## src/rtl/gj_axis_uart_tx_v2.sv

```systemverilog
// gj_axis_uart_tx_v2: AXI-Stream fed, FIFO-buffered UART transmitter with configurable
// width, parity, stop bits, bit-period divider and inter-byte / inter-frame idle gaps.
module gj_axis_uart_tx_v2 #(
    parameter int DATA_W     = 8,
    parameter int FIFO_DEPTH = 16,
    parameter int DIV_W      = 16
) (
    input  logic                          clk,
    input  logic                          rst,
    input  logic                          cfg_en,
    input  logic [DIV_W-1:0]              clk_div,
    input  logic [1:0]                    parity_mode,
    input  logic                          stop2,
    input  logic [15:0]                   byte_gap,
    input  logic [15:0]                   frame_gap,
    input  logic                          tx_tvalid,
    output logic                          tx_tready,
    input  logic [DATA_W-1:0]             tx_tdata,
    input  logic                          tx_tlast,
    output logic                          tx,
    output logic                          busy,
    output logic [$clog2(FIFO_DEPTH):0]   fifo_level,
    output logic                          byte_done,
    output logic                          frame_done
);
    localparam int AW = $clog2(FIFO_DEPTH);
    localparam logic [2:0] IDLE = 3'd0, START = 3'd1, DATA = 3'd2, PARITY = 3'd3, STOP = 3'd4, GAP = 3'd5;

    logic [DATA_W:0]   mem [FIFO_DEPTH];
    logic [AW-1:0]     wr_ptr, rd_ptr;
    logic [AW:0]       count;
    logic [DATA_W:0]   head;
    logic [2:0]        state;
    logic [DIV_W-1:0]  timer, div_l;
    logic [3:0]        bit_idx;
    logic [15:0]       gap_cnt, gap_l;
    logic [1:0]        pmode_l;
    logic              stop2_l, last_l, par_l;
    logic [DATA_W-1:0] sh;
    logic              push, pop, pop_ok, bit_end, stop_end, gap_end;

    assign head       = mem[rd_ptr];
    assign tx_tready  = (count != (AW+1)'(FIFO_DEPTH)) && !rst;
    assign push       = tx_tvalid && tx_tready;
    assign pop_ok     = cfg_en && (count != '0);
    assign bit_end    = timer == div_l;
    assign stop_end   = (state == STOP) && bit_end && (bit_idx[0] == stop2_l);
    assign gap_end    = (state == GAP) && bit_end && (gap_cnt == gap_l - 16'd1);
    assign pop        = pop_ok && ((state == IDLE) || (stop_end && gap_l == '0) || gap_end);
    assign byte_done  = stop_end && !rst;
    assign frame_done = byte_done && last_l;
    assign busy       = state != IDLE;
    assign fifo_level = count;

    always_ff @(posedge clk)
        if (push) mem[wr_ptr] <= {tx_tlast, tx_tdata};

    always_ff @(posedge clk) begin
        if (rst) begin
            wr_ptr <= '0;
            rd_ptr <= '0;
            count  <= '0;
        end else begin
            if (push) wr_ptr <= wr_ptr + 1'b1;
            if (pop) rd_ptr <= rd_ptr + 1'b1;
            count <= count + (AW+1)'(push) - (AW+1)'(pop);
        end
    end

    // A pop latches the whole character context so config only changes at boundaries.
    always_ff @(posedge clk) begin
        if (rst) begin
            state   <= IDLE;
            tx      <= 1'b1;
            timer   <= '0;
            bit_idx <= '0;
            gap_cnt <= '0;
        end else if (pop) begin
            state   <= START;
            tx      <= 1'b0;
            timer   <= '0;
            div_l   <= clk_div;
            pmode_l <= parity_mode;
            stop2_l <= stop2;
            last_l  <= head[DATA_W];
            sh      <= head[DATA_W-1:0];
            gap_l   <= head[DATA_W] ? frame_gap : byte_gap;
            par_l   <= parity_mode == 2'b01 ? ~^head[DATA_W-1:0] :
                       parity_mode == 2'b10 ? ^head[DATA_W-1:0] : 1'b1;
        end else if (state != IDLE) begin
            timer <= bit_end ? '0 : timer + 1'b1;
            if (bit_end)
                case (state)
                    START: begin
                        state   <= DATA;
                        bit_idx <= '0;
                        tx      <= sh[0];
                    end
                    DATA: begin
                        if (bit_idx == 4'(DATA_W - 1)) begin
                            state   <= pmode_l != 2'b00 ? PARITY : STOP;
                            tx      <= pmode_l != 2'b00 ? par_l : 1'b1;
                            bit_idx <= '0;
                        end else begin
                            bit_idx <= bit_idx + 1'b1;
                            sh      <= sh >> 1;
                            tx      <= sh[1];
                        end
                    end
                    PARITY: begin
                        state <= STOP;
                        tx    <= 1'b1;
                    end
                    STOP: begin
                        if (stop_end) begin
                            state   <= gap_l != '0 ? GAP : IDLE;
                            gap_cnt <= '0;
                        end else begin
                            bit_idx <= bit_idx + 1'b1;
                        end
                    end
                    GAP: begin
                        if (gap_end) state <= IDLE;
                        else gap_cnt <= gap_cnt + 16'd1;
                    end
                    default: state <= IDLE;
                endcase
        end
    end
endmodule

```

## config.mk

```make
export PLATFORM = sky130hd
export DESIGN_NAME = gj_axis_uart_tx_v2
export DESIGN_NICKNAME = d
export VERILOG_FILES = /design/src/rtl/gj_axis_uart_tx_v2.sv
export SDC_FILE = /design/constraint.sdc
export NUM_CORES = 1
export LEC_CHECK = 0
export ABC_CLOCK_PERIOD_IN_PS = 6300
export CORE_UTILIZATION = 59
export CTS_CLUSTER_DIAMETER = 50
export DETAILED_ROUTE_END_ITERATION = 16
export HOLD_SLACK_MARGIN = 0.12
export PLACE_DENSITY = 0.86
export SKIP_CTS_REPAIR_TIMING = 1
export SLEW_MARGIN = 20
export SYNTH_ARGS = -nofsm -noshare
export SYNTH_HDL_FRONTEND = slang
export SYNTH_SLANG_ARGS = --single-unit
```

## constraint.sdc

```tcl
create_clock -name clk -period 6.3 [get_ports clk]
set_input_delay 0.945 -clock clk [delete_from_list [all_inputs] [get_ports clk]]
set_output_delay 0.945 -clock clk [all_outputs]
set_load 0.005 [all_outputs]
```

==> impl_metrics.yaml <==
critical_path:
  crit_required_ns: 6.75
  startpoint: "gap_l[0]"
  crit_fanout: 29
  reg2reg_depth: 18
  timing.rr.start: "gap_l[0]"
  r2r-end: "fifo_level[4]"
  arrival_ns: 5.47
  endpoint: "fifo_level[4]"
  end_kind: "flop"
  ff2ff_setup_slack_ns: 1.27
  critPathKind: "reg -> reg"
  critPathLaunchType: "flop"
floorplan:
  initial_core_util_pct: 60.1
  rows: 50
  io_pins: 74
  die_w_microns: 140
  die-area_sq_um: 19500
  coreArea_sq_um: 18600
  die-height_microns: 140
status:
  status: "finished, final reports clean"
timing:
  hold_viol: 0
  skew_ns: 0.00940
  fin_setup_tns_ns: 0
  fin_crit_ns: 5.03
  finalWorstSetupSlack_ns: 1.27
  min_period_over_period_pct: 79.8
  rsz0062_at_grt: "no"
  maxSlewViolCount: 0
  worst-slew-pin-transition_ns: 1.09
  maxSlewHeadroom_pct: 27.2
  timing.fmax_ghz: 0.199
  setup_viol: 0
grt:
  grt_pass1_vias: 6879
  grt_overflow: 0
  grt_max_degree: 57
  grt.total_usage_pct: 24.2
  antenna_found_initial: 0
  grt_pass1_wl_mm: 36.8
finish:
  mostFrequentLayoutCells: "edfxtp_1, clkdlybuf4s50_1, nor2_1"
  nFillCells: 1243
  layout.cells.non_filler: 1151
  drive_gt1_share_pct: 13.8
  diodes: 0
  fin_util_pct: 69.4
  syn_to_final_growth_pct: 15.5
  final_design_area_no_fill_sq_um: 12900
  final_common_cell: "edfxtp_1"
  fin_nets: 978
clock_network:
  clkSinkCount: 246
  h-tree-depth: 1
  clock_path_buffers: 3
  path_clk_slew_ns: 0.06
  cts_tree: "built"
  clkLatencyLatePin_ns: 0.52
  cts_root_buf: "clkbuf_16"
  numCtsBuffers: 26
routing:
  num_vias: 7062
  routed_via_density: 6.14
  wl_per_cell_microns: 20.2
  dr.pass1.iters: 5
  drc_errors: 0
  drt_iter0_markers: 549
  final_antenna_net_count: 0
  drt-total-wl_mm: 23.3
power_and_ir_drop:
  vdd_ir_drop_max_mv: 0.282
  power_per_cell_area_nw_per_um2: 335
  leakagePower_nw: 4.31
placement:
  placed_cells: 1103
  place_congestion: 0.923
  place_area_sq_um: 12100
  port_buffers: 73
  pre_cts_ws_ns: 1.30
  dp_hpwl_mm: 15.4
synth:
  syn_area_sq_um: 11200
  syn-num-nets: 910
  yosys_warnings: 0
  synth-seq-area-share_pct: 60.9
  synth_edf_count: 189
  yosys.cell_types.count: 71
  ys_seq_elements: 246
  synth_cells: 829
  synth-main-ff-cell: "edfxtp_1"
  syn_area_per_cell_sq_um: 13.5
  synthArstFlopShare_pct: 0
hold_path:
  hold_path_class: "reg -> reg"
flow_run:
  maxCapViolations: 0
[per-stage QoR]
step	hold slack [ns]	total power [mW]
after floorplan	0.449	2.63
after global placement	0.463	2.84
after detailed placement	0.481	2.87
after CTS	0.487	4.35
after global routing	0.500	4.50
final	0.481	4.33
[worst min-delay path by stage]
stage | from | endpoint | slack [ns] | depth (start not counted)
3_5_place_dp | bit_idx[1] | bit_idx[1] | 0.48 | 2
2_1_floorplan | bit_idx[1] | bit_idx[1] | 0.45 | 2
5_1_grt | bit_idx[1] | bit_idx[1] | 0.50 | 2
4_1_cts | bit_idx[1] | bit_idx[1] | 0.49 | 2
3_3_place_gp | bit_idx[1] | bit_idx[1] | 0.46 | 2
6_report | bit_idx[1] | bit_idx[1] | 0.48 | 2
[report_power, final]
group | total, mW | internal, mW | switching (mW)
sequential | 1.98 | 1.86 | 0.116
combinational | 0.862 | 0.448 | 0.414
clock | 1.49 | 0.877 | 0.611
[kinds of logic (layout without fill, tap and decap cells)]
logic type | count (synthesis) | count (layout) | synth area share (%)
AO/OA/AOI/OAI | 113 | 113 | 6.50
XOR/XNOR | 64 | 64 | 5.00
adder cells (fa/ha/maj) | 17 | 17 | 1.97
buffers and inverters | 61 | 149 | 2.46
flip-flops | 246 | 246 | 60.9
multiplexers | 68 | 68 | 10.9
AND/OR/NAND/NOR | 260 | 260 | 12.3
[metal layers]
layer / global-route usage, % / share of wire, %
met3: 3.58 / 5.5
met2: 41.1 / 50
met4: 8.16 / 2.8
met1: 32.1 / 42
met5: 0 / 0
[cells in the mapped netlist, types with 9 or more instances]
| master | number | share of area, % |
|---|---|---|
| or4_1 | 12 | 0.80 |
| edfxtp_1 | 189 | 51 |
| and3_1 | 12 | 0.67 |
| mux2_4 | 9 | 1.2 |
| nor2_1 | 58 | 1.9 |
| inv_1 | 19 | 0.64 |
| dfxtp_1 | 57 | 10 |
| mux2_2 | 16 | 1.6 |
| nand2_1 | 53 | 1.8 |
| a31oi_1 | 11 | 0.61 |
| xnor2_1 | 34 | 2.7 |
| nor3_1 | 30 | 1.3 |
| a22oi_1 | 15 | 1.0 |
| nor2b_1 | 11 | 0.61 |
| ha_1 | 16 | 1.8 |
| clkbuf_1 | 25 | 0.84 |
| xor2_1 | 30 | 2.3 |
| mux4_2 | 37 | 7.4 |
| nand3_1 | 25 | 1.1 |
| o21ai_0 | 24 | 1.1 |
| a21oi_1 | 32 | 1.4 |
| nor4_1 | 10 | 0.56 |
[critical path: stages, from the launching register on]
cell and delay (ns):
edfxtp_1 0.48, inv_1 0.13, ha_1 0.29, nor3b_1 0.51
nor2_1 0.08, mux4_1 0.51, a21oi_1 0.13, o22a_1 0.25
or3_4 0.19, a21o_4 0.17, clkinv_2 0.40, ha_1 0.46
inv_1 0.04, ha_1 0.20, fa_1 0.42, a21oi_1 0.14
nor2_1 0.06, or3_1 0.34, a21oi_1 0.15
[sequential cells by signal, summed over array words and instances (netlist names), named ones only]
name        flops
timer          16
state           3
rd_ptr          4
par_l           1
stop2_l         1
wr_ptr          4
gap_l          16
fifo_level      5
last_l          1
tx              1
bit_idx         4
sh              8
mem           144
gap_cnt        16
div_l          16
pmode_l         2
[layout make-up]
cell class | count | area [sq um] | area share [%]
Sequential cell | 246 | 6820 | 52.7
Multi-Input combinational cell | 522 | 4130 | 31.9
Timing Repair Buffer | 80 | 778 | 6.02
Clock buffer | 34 | 712 | 5.50
Tap cell | 234 | 293 | 2.26
Clock inverter | 14 | 124 | 0.957
Inverter | 21 | 80.1 | 0.619
Note: power is estimated with default switching activity, not from simulation.
